--- config.mk ---
export PLATFORM = sky130hd
export DESIGN_NAME = hdmi_packet_scheduler
export DESIGN_NICKNAME = d
export VERILOG_FILES = /design/src/rtl/hdmi_packet_pkg.sv /design/src/rtl/hdmi_audio_group_fifo.sv /design/src/rtl/hdmi_packet_scheduler.sv
export SDC_FILE = /design/constraint.sdc
export NUM_CORES = 1
export LEC_CHECK = 0
export ABC_AREA = 0
export BUFFER_PORTS_ARGS = -buffer_cell sky130_fd_sc_hd__buf_4
export CAP_MARGIN = 10
export CORE_MARGIN = 2
export CORE_UTILIZATION = 60
export DETAILED_ROUTE_END_ITERATION = 10
export GPL_ROUTABILITY_DRIVEN = 0
export PLACE_DENSITY = 0.84
export SETUP_SLACK_MARGIN = 0.1
export SLEW_MARGIN = 30
export SYNTH_ARGS = -nofsm -noshare
export SYNTH_HDL_FRONTEND = slang
export SYNTH_SLANG_ARGS = --single-unit
--- constraint.sdc ---
create_clock -name i_clk_pixel -period 9.65 [get_ports i_clk_pixel]
set_input_delay 0.965 -clock i_clk_pixel [delete_from_list [all_inputs] [get_ports i_clk_pixel]]
set_output_delay 0.965 -clock i_clk_pixel [all_outputs]
set_load 0.005 [all_outputs]
--- src/rtl/hdmi_packet_pkg.sv ---
// Shared packet codes, audio group type and helpers for the HDMI data-island scheduler.
package hdmi_packet_pkg;

  localparam logic [7:0] PKT_NULL     = 8'h00;
  localparam logic [7:0] PKT_ACR      = 8'h01;
  localparam logic [7:0] PKT_AUDIO    = 8'h02;
  localparam logic [7:0] PKT_GCP      = 8'h03;
  localparam logic [7:0] PKT_IF_VS    = 8'h81;
  localparam logic [7:0] PKT_IF_AVI   = 8'h82;
  localparam logic [7:0] PKT_IF_SPD   = 8'h83;
  localparam logic [7:0] PKT_IF_AUDIO = 8'h84;
  localparam logic [7:0] PKT_IF_DRM   = 8'h87;
  localparam logic [7:0] PKT_IF_USER  = 8'h7F;

  localparam int unsigned IEC_FRAMES = 192;

  typedef enum logic {
    LayoutTwoCh   = 1'b0,
    LayoutEightCh = 1'b1
  } audio_layout_e;

  // [subpacket][0 = left, 1 = right][24-bit left-justified sample]
  typedef logic [3:0][1:0][23:0] audio_group_t;

  function automatic logic [7:0] frame_advance(input logic [7:0] fc, input logic [7:0] step);
    logic [8:0] sum;
    sum = {1'b0, fc} + {1'b0, step};
    if (sum >= 9'(IEC_FRAMES)) begin
      sum = sum - 9'(IEC_FRAMES);
    end
    return sum[7:0];
  endfunction

endpackage

--- src/rtl/hdmi_audio_group_fifo.sv ---
// Synchronous FIFO of complete audio sample groups; a pop frees space for a same-cycle push.
module hdmi_audio_group_fifo
  import hdmi_packet_pkg::*;
#(
  parameter int unsigned DEPTH = 4
) (
  input  logic         i_clk,
  input  logic         i_reset,
  input  logic         i_push,
  input  audio_group_t i_push_data,
  input  logic         i_pop,
  output audio_group_t o_head,
  output logic         o_full,
  output logic         o_empty
);

  localparam int unsigned PtrW = $clog2(DEPTH);

  logic [PtrW-1:0] r_wr_ptr;
  logic [PtrW-1:0] r_rd_ptr;
  logic [PtrW:0]   r_count;
  audio_group_t    r_mem [DEPTH];

  logic w_do_push;
  logic w_do_pop;

  assign o_empty   = (r_count == '0);
  assign o_full    = (r_count == (PtrW + 1)'(DEPTH));
  assign w_do_pop  = i_pop & ~o_empty;
  assign w_do_push = i_push & (~o_full | w_do_pop);
  assign o_head    = r_mem[r_rd_ptr];

  always_ff @(posedge i_clk) begin
    if (w_do_push) begin
      r_mem[r_wr_ptr] <= i_push_data;
    end
  end

  always_ff @(posedge i_clk) begin
    if (i_reset) begin
      r_wr_ptr <= '0;
      r_rd_ptr <= '0;
      r_count  <= '0;
    end else begin
      if (w_do_push) begin
        r_wr_ptr <= r_wr_ptr + PtrW'(1);
      end
      if (w_do_pop) begin
        r_rd_ptr <= r_rd_ptr + PtrW'(1);
      end
      if (w_do_push && !w_do_pop) begin
        r_count <= r_count + (PtrW + 1)'(1);
      end else if (!w_do_push && w_do_pop) begin
        r_count <= r_count - (PtrW + 1)'(1);
      end
    end
  end

endmodule

--- src/rtl/hdmi_packet_scheduler.sv ---
// HDMI data-island scheduler: audio grouping, IEC frame count, ACR/audio/InfoFrame/NULL arbitration.
// Define HDMI_GCP_EN to add the General Control packet (avmute) slot between audio and InfoFrames.
module hdmi_packet_scheduler
  import hdmi_packet_pkg::*;
#(
  parameter int unsigned                  CHANNELS        = 2,
  parameter int unsigned                  AUDIO_BIT_WIDTH = 16,
  parameter int unsigned                  FIFO_DEPTH      = 4,
  parameter int unsigned                  NUM_INFOFRAMES  = 6,
  parameter logic [NUM_INFOFRAMES*8-1:0]  INFOFRAME_TYPES =
      {8'h84, 8'h82, 8'h83, 8'h7F, 8'h81, 8'h87}
) (
  input  logic                                i_clk_pixel,
  input  logic                                i_reset,
  input  logic                                i_video_field_end,
  input  logic                                i_packet_enable,
  input  logic [4:0]                          i_packet_pixel_counter,
  input  logic                                i_acr_request,
  input  logic                                i_sample_valid,
  input  logic [CHANNELS*AUDIO_BIT_WIDTH-1:0] i_sample_word,
  input  logic [NUM_INFOFRAMES-1:0]           i_infoframe_enable,
`ifdef HDMI_GCP_EN
  input  logic                                i_avmute_request,
  output logic                                o_gcp_avmute,
`endif
  output logic [7:0]                          o_packet_type,
  output audio_group_t                        o_audio_word,
  output logic [3:0]                          o_audio_present,
  output logic                                o_audio_layout,
  output logic [7:0]                          o_frame_counter,
  output logic                                o_audio_overflow
);

  if (CHANNELS != 2 && CHANNELS != 8) begin : g_bad_channels
    $error("hdmi_packet_scheduler: CHANNELS must be 2 or 8");
  end
  if (AUDIO_BIT_WIDTH < 16 || AUDIO_BIT_WIDTH > 24) begin : g_bad_width
    $error("hdmi_packet_scheduler: AUDIO_BIT_WIDTH must be 16..24");
  end
  if (FIFO_DEPTH < 2 || FIFO_DEPTH > 16 || (FIFO_DEPTH & (FIFO_DEPTH - 1)) != 0)
  begin : g_bad_depth
    $error("hdmi_packet_scheduler: FIFO_DEPTH must be a power of two in 2..16");
  end

  localparam audio_layout_e Layout    = (CHANNELS == 8) ? LayoutEightCh : LayoutTwoCh;
  localparam logic [7:0]    FrameStep = (CHANNELS == 8) ? 8'd1 : 8'd4;

  // Channels padded to eight so the layout-1 mapping never indexes past the input.
  logic [23:0] w_chan [8];
  for (genvar c = 0; c < 8; c++) begin : g_chan
    if (c < CHANNELS) begin : g_used
      assign w_chan[c] =
          24'(i_sample_word[c*AUDIO_BIT_WIDTH +: AUDIO_BIT_WIDTH]) << (24 - AUDIO_BIT_WIDTH);
    end else begin : g_unused
      assign w_chan[c] = '0;
    end
  end

  audio_group_t r_asm;
  logic [1:0]   r_asm_idx;
  audio_group_t w_group;
  logic         w_push;

  always_comb begin
    w_group = r_asm;
    w_push  = 1'b0;
    if (i_sample_valid) begin
      if (Layout == LayoutEightCh) begin
        for (int k = 0; k < 4; k++) begin
          w_group[k][0] = w_chan[2*k];
          w_group[k][1] = w_chan[2*k+1];
        end
        w_push = 1'b1;
      end else begin
        w_group[r_asm_idx][0] = w_chan[0];
        w_group[r_asm_idx][1] = w_chan[1];
        w_push = (r_asm_idx == 2'd3);
      end
    end
  end

  always_ff @(posedge i_clk_pixel) begin
    if (i_reset) begin
      r_asm     <= '0;
      r_asm_idx <= '0;
    end else if (i_sample_valid) begin
      r_asm <= w_group;
      if (Layout == LayoutTwoCh) begin
        r_asm_idx <= r_asm_idx + 2'd1;
      end
    end
  end

  audio_group_t w_fifo_head;
  logic         w_fifo_full;
  logic         w_fifo_empty;
  logic         w_pop;

  hdmi_audio_group_fifo #(
    .DEPTH (FIFO_DEPTH)
  ) u_fifo (
    .i_clk       (i_clk_pixel),
    .i_reset     (i_reset),
    .i_push      (w_push),
    .i_push_data (w_group),
    .i_pop       (w_pop),
    .o_head      (w_fifo_head),
    .o_full      (w_fifo_full),
    .o_empty     (w_fifo_empty)
  );

  logic                      r_acr_pend;
  logic [NUM_INFOFRAMES-1:0] r_if_pend;
  logic [7:0]                r_packet_type;
  audio_group_t              r_audio_word;
  logic [3:0]                r_audio_present;
  logic [7:0]                r_frame_counter;
  logic                      r_audio_overflow;

  logic                      w_acr_pend;
  logic [NUM_INFOFRAMES-1:0] w_if_ready;
  logic [NUM_INFOFRAMES-1:0] w_if_onehot;
  logic [7:0]                w_if_type;

  assign w_acr_pend  = r_acr_pend | i_acr_request;
  assign w_if_ready  = r_if_pend & i_infoframe_enable;
  // Isolate the lowest set bit: lowest slot index has highest priority.
  assign w_if_onehot = w_if_ready & (~w_if_ready + NUM_INFOFRAMES'(1));

  always_comb begin
    w_if_type = PKT_NULL;
    for (int unsigned i = 0; i < NUM_INFOFRAMES; i++) begin
      if (w_if_onehot[i]) begin
        w_if_type = w_if_type | INFOFRAME_TYPES[(NUM_INFOFRAMES-1-i)*8 +: 8];
      end
    end
  end

`ifdef HDMI_GCP_EN
  logic r_gcp_pend;
  logic r_avmute_prev;
  logic r_gcp_avmute;
  logic w_gcp_sel;
`endif

  logic [7:0]                w_sel_type;
  logic                      w_acr_sel;
  logic [NUM_INFOFRAMES-1:0] w_if_clear;

  always_comb begin
    w_sel_type = PKT_NULL;
    w_acr_sel  = 1'b0;
    w_pop      = 1'b0;
    w_if_clear = '0;
`ifdef HDMI_GCP_EN
    w_gcp_sel  = 1'b0;
`endif
    if (i_packet_enable) begin
      if (w_acr_pend) begin
        w_sel_type = PKT_ACR;
        w_acr_sel  = 1'b1;
      end else if (!w_fifo_empty) begin
        w_sel_type = PKT_AUDIO;
        w_pop      = 1'b1;
`ifdef HDMI_GCP_EN
      end else if (r_gcp_pend) begin
        w_sel_type = PKT_GCP;
        w_gcp_sel  = 1'b1;
`endif
      end else if (|w_if_ready) begin
        w_sel_type = w_if_type;
        w_if_clear = w_if_onehot;
      end
    end
  end

  always_ff @(posedge i_clk_pixel) begin
    if (i_reset) begin
      r_acr_pend       <= 1'b0;
      r_if_pend        <= '1;
      r_packet_type    <= PKT_NULL;
      r_audio_word     <= '0;
      r_audio_present  <= '0;
      r_frame_counter  <= '0;
      r_audio_overflow <= 1'b0;
    end else begin
      if (w_acr_sel) begin
        r_acr_pend <= 1'b0;
      end else if (i_acr_request) begin
        r_acr_pend <= 1'b1;
      end
      // Field end re-arms every slot except the one chosen this cycle.
      if (i_video_field_end) begin
        r_if_pend <= ~w_if_clear;
      end else begin
        r_if_pend <= r_if_pend & ~w_if_clear;
      end
      if (i_packet_enable) begin
        r_packet_type <= w_sel_type;
      end
      if (w_pop) begin
        r_audio_word    <= w_fifo_head;
        r_audio_present <= 4'b1111;
      end
      if (i_packet_pixel_counter == 5'd31 && r_packet_type == PKT_AUDIO) begin
        r_frame_counter <= frame_advance(r_frame_counter, FrameStep);
      end
      if (w_push && w_fifo_full && !w_pop) begin
        r_audio_overflow <= 1'b1;
      end
    end
  end

`ifdef HDMI_GCP_EN
  always_ff @(posedge i_clk_pixel) begin
    if (i_reset) begin
      r_gcp_pend    <= 1'b0;
      r_avmute_prev <= 1'b0;
      r_gcp_avmute  <= 1'b0;
    end else begin
      r_avmute_prev <= i_avmute_request;
      if (i_video_field_end || (i_avmute_request != r_avmute_prev)) begin
        r_gcp_pend <= ~w_gcp_sel | i_avmute_request != r_avmute_prev;
      end else if (w_gcp_sel) begin
        r_gcp_pend <= 1'b0;
      end
      if (w_gcp_sel) begin
        r_gcp_avmute <= i_avmute_request;
      end
    end
  end

  assign o_gcp_avmute = r_gcp_avmute;
`endif

  assign o_packet_type    = r_packet_type;
  assign o_audio_word     = r_audio_word;
  assign o_audio_present  = r_audio_present;
  assign o_audio_layout   = Layout;
  assign o_frame_counter  = r_frame_counter;
  assign o_audio_overflow = r_audio_overflow;

endmodule

# ---- Word level (Yosys, flattened, before mapping)
# Memories as Yosys holds them, arrays and structs flattened. A register that Yosys moved wholly into a read port is not among the register bits.
# Index checks and enable logic that the tools add are counted.
dict set report totals {
  output_inout_bits 214
  elab_cells 90
  regBits 226
  ram_bits 768
  memories 1
  in_bits 49
}
dict set report classes {
  n_eq_ne 4
  n_lt_le_gt_ge 3
  bitwise_logic 11
  add_sub_neg 8
  reduce_logical 13
  n_mux 32
}
# memory depth width rd rd_ports_with_merged_regs wr line_no
set mem_list {}
lappend mem_list {u_fifo.r_mem 4 192 1 1 1 hdmi_audio_group_fifo.sv:22} ;# audio_group_t r_mem [DEPTH];
# op n
set ops {}
lappend ops {{$bwmux 192} 2}
lappend ops {{$demux 48 s2} 2}
lappend ops {{$mux 192} 1}
lappend ops {{$mux 8} 9}
lappend ops {{$mux 48} 1}
lappend ops {{$mux 6} 5}
lappend ops {{$mux 24} 1}
lappend ops {{$and 6x6->6} 3}
lappend ops {{$not 6->6} 2}
lappend ops {{$add 8x3->9 const B} 1}
lappend ops {{$ge 9x8->1 const B} 1}
lappend ops {{$eq 8x2->1 const B} 1}
lappend ops {{$mux 1} 8}
lappend ops {{$sub 8x8->8 const B} 1}
lappend ops {{$mux 7} 1}
lappend ops {{$add 2x1->2 const B} 3}
lappend ops {{$add 6x1->6 const B} 1}
lappend ops {{$logic_and 1x1->1} 6}
lappend ops {{$mux 3} 2}
lappend ops {{$reduce_or 6->1} 1}
lappend ops {{$eq 5x5->1 const B} 1}
lappend ops {{$add 3x1->3 const B} 1}
lappend ops {{$eq 3x3->1 const B} 1}
lappend ops {{$logic_not 1->1} 3}
lappend ops {{other kinds (10)} 13}

# ---- Longest topological paths before layout
dict set report depth {
  word_depth 13
  ltp_mapped 11
  depth_no_buf 9
}

# ---- By module
# A second synthesis with hierarchy kept.
dict set report unflattened {
  cells_unflattened 2657
  hier_area_um2 43180.2
}
# mod area_each_um2 cells_each instances
set by_module_without_submodules {}
lappend by_module_without_submodules {hdmi_audio_group_fifo 28379.7 1051 1}
lappend by_module_without_submodules {hdmi_packet_scheduler 14800.4 1606 1}

# ---- Worst setup path after synthesis
# Ideal clock, no wire load.
dict set report synth_timing {
  path_kind {input-to-reg}
  from {input port i_sample_valid}
  to {memory u_fifo.r_mem[0][0] in the netlist's numbering, enable pin}
  path_stages 5
  slack_ns 2.844
  arrival_time_ns 6.230
  setup_ns 0.576
  cell_sequence {clkbuf_1 > nand2_1 > clkbuf_1 > a31oi_2 > and2_1}
}
dict set report synth_between {
  elab_chain_len 4
}
# element line_no
set synth_rtl {}
lappend synth_rtl {{from (decl)} hdmi_packet_scheduler.sv:19} ;# input logic i_sample_valid,
lappend synth_rtl {{$mux 1} hdmi_packet_scheduler.sv:67} ;# if (i_sample_valid) begin
lappend synth_rtl {{$and 1x1->1} hdmi_audio_group_fifo.sv:30} ;# assign w_do_push = i_push & (~o_full | w_do_pop);
lappend synth_rtl {{named net u_fifo.w_do_push} hdmi_audio_group_fifo.sv:24} ;# logic w_do_push;
lappend synth_rtl {{$mux 1} hdmi_audio_group_fifo.sv:34} ;# if (w_do_push) begin
lappend synth_rtl {{$mux 1 (not written as such)} hdmi_audio_group_fifo.sv:35} ;# r_mem[r_wr_ptr] <= i_push_data;
lappend synth_rtl {{to (decl)} hdmi_audio_group_fifo.sv:22}
# The timed path passes the listed nets, and every way through them passes these cells.

# ---- Final worst setup path
dict set report layout_timing {
  from {register r_asm_idx[0]}
  to {memory u_fifo.r_mem[3][19] in the netlist's numbering, enable pin}
}
dict set report layout_between {
  elab_chain_len 5
}
# element line_no
set layout_rtl {}
lappend layout_rtl {{from (decl)} hdmi_packet_scheduler.sv:60} ;# logic [1:0] r_asm_idx;
lappend layout_rtl {{from (signal assigned)} hdmi_packet_scheduler.sv:89} ;# r_asm_idx <= r_asm_idx + 2'd1;
lappend layout_rtl {{$eq 2x2->1} hdmi_packet_scheduler.sv:77} ;# w_push = (r_asm_idx == 2'd3);
lappend layout_rtl {{$mux 1} hdmi_packet_scheduler.sv:67}
lappend layout_rtl {{$and 1x1->1} hdmi_audio_group_fifo.sv:30}
lappend layout_rtl {{named net u_fifo.w_do_push} hdmi_audio_group_fifo.sv:24}
lappend layout_rtl {{$mux 1} hdmi_audio_group_fifo.sv:34}
lappend layout_rtl {{$mux 1 (not written as such)} hdmi_audio_group_fifo.sv:35}
# The timed path passes the listed nets, and every way through them passes these cells.

==> results.ini <==
[logic_synthesis]
synth_seq_area_share_pct = 72.77
synthesized_instance_count = 2652
syn_area_per_cell_um2 = 16.23
synthAdderAreaFrac_pct = 0.3662
synthesized_area_fraction_occupied_by_ao_oa_aoi_and_oai_cells_pct = 2.848
synthXorXnorAreaFrac_pct = 0.2238
post_synth_mux_area_share_pct = 13.51
netlist_area_um2 = 43050
synth_enable_flop_cells = 768
synth_cell_type_count = 57
asyncSetResetFlopFracSynth_pct = 0
ys.warnings.count = 0
synth_top_family_by_area = multiplexers
synth_flop_cell = edfxtp_1
synthSimpleGateAreaFrac_pct = 8.062
synth-seq-cells = 1181

[drt]
via_per_inst = 5.857
drtPass1Iterations = 5
drtIter0Drc = 1784
postRouteAntennaNets = 0
dr_drc_count = 0
drt-wirelength-per-cell_um = 23.21
totalWireLength_um = 91310
routed-via-count = 23040

[cts]
post_cts.resized_instances = 0
hold_buffers = 0
clock_tree.root_cell = clkbuf_16
clk_lat_worst_skew_ns = 0.68
clock_path_buffers = 3
cts_sinks = 1181
post_cts.repair.setup_buffers = 0
cts_buffers = 113
cts_tree = yes
htree_levels = 3
cts.clk_slew.worst_paths_ns = 0.06

[final_layout]
final_cell_mix = edfxtp_1, dfxtp_1, nand2_1, buf_4, a21oi_1
fraction_of_layout_instances_using_a_drive_strength_above_1_pct = 26.81
syn2layout_area_growth_pct = 15.02
postLayoutCoreUtil_pct = 69.51
antenna_cells_inserted = 0
finalNetCount = 2945
leading_cell_type_in_the_layout_fill_and_taps_excluded = edfxtp_1

[power_and_ir_drop]
internal_power_mw = 8.172
comb_power_share_pct = 3.6
p_sw_mw = 2.099
peakVddDrop_v = 0.0001958
power_density_nw_per_um2 = 207.4
fin_total_pwr_mw = 10.27
power.share.switching_pct = 20.44
sequential_power_share_pct = 52.9
power.static_leakage_nw = 16.81
power.clock.fraction_pct = 43.6

[critical_path]
critical_path_class = flip-flop to flip-flop
worstSetupEndpointType = flip-flop
crit_fanout = 139
worst_path_largest_cell_delay_ns = 0.82
crit_family = simple AND/OR/NAND/NOR gates
critPathArrivalTime_ns = 3.96
worst-path-buf-inv = 2
worstPathCellList = ha_1 -> nand2_2 -> buf_4 -> a31oi_2 -> and2_4 -> buf_12
worst_setup_path_start_kind = flip-flop
cp_data_required_time_ns = 9.93
crit_slowest_cell = and2_4

[placed_design]
io_buffer_count = 259
hpwlAfterDp_um = 50140

[floorplanning]
start_util_pct = 60.43
die_height_um = 271.9
coreArea_um2 = 71240
die-area_um2 = 73910
die_wd_um = 271.9
rows = 98
io_pins = 263

[grt]
grt_antenna_before_repair = 1
global_route.usage.total_pct = 24.82
grt_pass1_wl_um = 140000
grt_max_degree = 194
first_global_vias = 24120
grt_overflow_total = 0

[sta]
fin_worst_skew_ns = 0.02209
maxClockFrequency_mhz = 272.1
post-route-min-period_ns = 3.675
worst_slew_margin_rel_pct = 20.81
maxSlewViolCount = 0
tightestPinTransition_ns = 1.188
setup_tns_ns = 0
final.period_utilization_pct = 38.09
setup_viol = 0
setup_repair_after_global_routing_missed_its_margin = no
hold_violations = 0

[flow_run]
drv_cap = 0

[min_path]
min-delay-path-class = flip-flop to flip-flop

[outcome]
status = finished clean

-- logic make-up after synthesis --
logic type,count (synthesis)
buffers and inverters,177
multiplexers,325
adder cells (fa/ha/maj),12
other,1
flip-flops,1181
AND/OR/NAND/NOR,717
XOR/XNOR,11
AO/OA/AOI/OAI,228
-- routing by layer --
metal / wire, um / share of wire (%) / vias up / GRT usage [%]
met2: 47330 / 52 / 807 / 43.92
li1: - / - / 10220 / -
met4: 2640 / 2.9 / 2 / 8.112
met5: 13 / 0.014 / - / 0
met1: 35960 / 39 / 11870 / 31.45
met3: 5356 / 5.9 / 145 / 4.029
-- registers in the layout, summed over array words and instances (netlist names) --
name,flops
o_audio_present,1
o_audio_overflow,1
r_asm_idx,2
u_fifo.r_wr_ptr,2
u_fifo.r_count,3
u_fifo.r_rd_ptr,2
r_asm,192
o_frame_counter,6
u_fifo.r_mem,768
o_audio_word,192
o_packet_type,5
r_if_pend,6
r_acr_pend,1
-- through the flow --
| step | hold slack, ns | std cells | setup WS (ns) | cell area (um^2) |
|---|---|---|---|---|
| floorplan | 0.4527 | 2654 | 2.844 | 43060 |
| global placement | 0.4438 | 3715 | 5.569 | 45560 |
| detailed placement | 0.4479 | 3716 | 5.523 | 45590 |
| CTS | 0.4563 | 3931 | 6.089 | 49430 |
| global route | 0.4768 | 3934 | 5.864 | 49520 |
| finish | 0.4563 | 3934 | 5.975 | 49520 |
-- power by group through the flow --
stage               combinational [mW]  sequential (mW)  clock, mW
floorplan                        0.247             5.53          0
global placement                 0.347             5.53          0
detailed placement               0.362             5.54          0
CTS                              0.364             5.43       4.53
global route                     0.393             5.43       4.73
finish                           0.365             5.43       4.48
-- synthesized netlist by cell type, types with 4 or more instances --
cell,n,share of area [%]
a21oi_1,197,2.3
and2_1,70,1.0
buf_2,53,0.62
buf_4,11,0.19
buf_6,24,0.63
clkbuf_1,80,0.70
dfxtp_1,413,19
edfxtp_1,768,54
ha_1,11,0.32
inv_1,8,0.070
mux2_2,128,3.3
mux2i_1,5,0.12
mux4_2,192,10
nand2_1,397,3.5
nand2b_1,5,0.073
nand3_1,5,0.058
nor2_1,23,0.20
nor2b_1,192,2.8
o21ai_0,6,0.070
xnor2_1,7,0.14
xor2_1,4,0.081
-- final cells by class --
class / instances / area [um^2]
clock buffer: 154 / 3186
clock inverter: 61 / 653.1
fill: 4438 / 21720
inverter: 9 / 38.79
multi-input combinational: 1296 / 10800
sequential: 1181 / 31340
tap: 950 / 1189
timing repair buffer: 283 / 2311
-- final timing paths --
kind | from | to | slack, ns | depth (start not counted)
setup reg to reg | r_asm_idx[0] | u_fifo.r_mem[3][19] | 5.97 | 6
hold reg to reg | o_audio_word[112] | o_audio_word[112] | 0.46 | 2
setup / recovery | r_asm_idx[0] | u_fifo.r_mem[3][19] | 5.97 | 6
hold / removal | o_audio_word[112] | o_audio_word[112] | 0.46 | 2
-- worst reg2reg max path: stages, from the launching register on --
cell and delay [ns]:
dfxtp_1 0.39, ha_1 0.20, nand2_2 0.06, buf_4 0.30, a31oi_2 0.52, and2_4 0.82
buf_12 0.57
(Power assumes the default switching activity.)
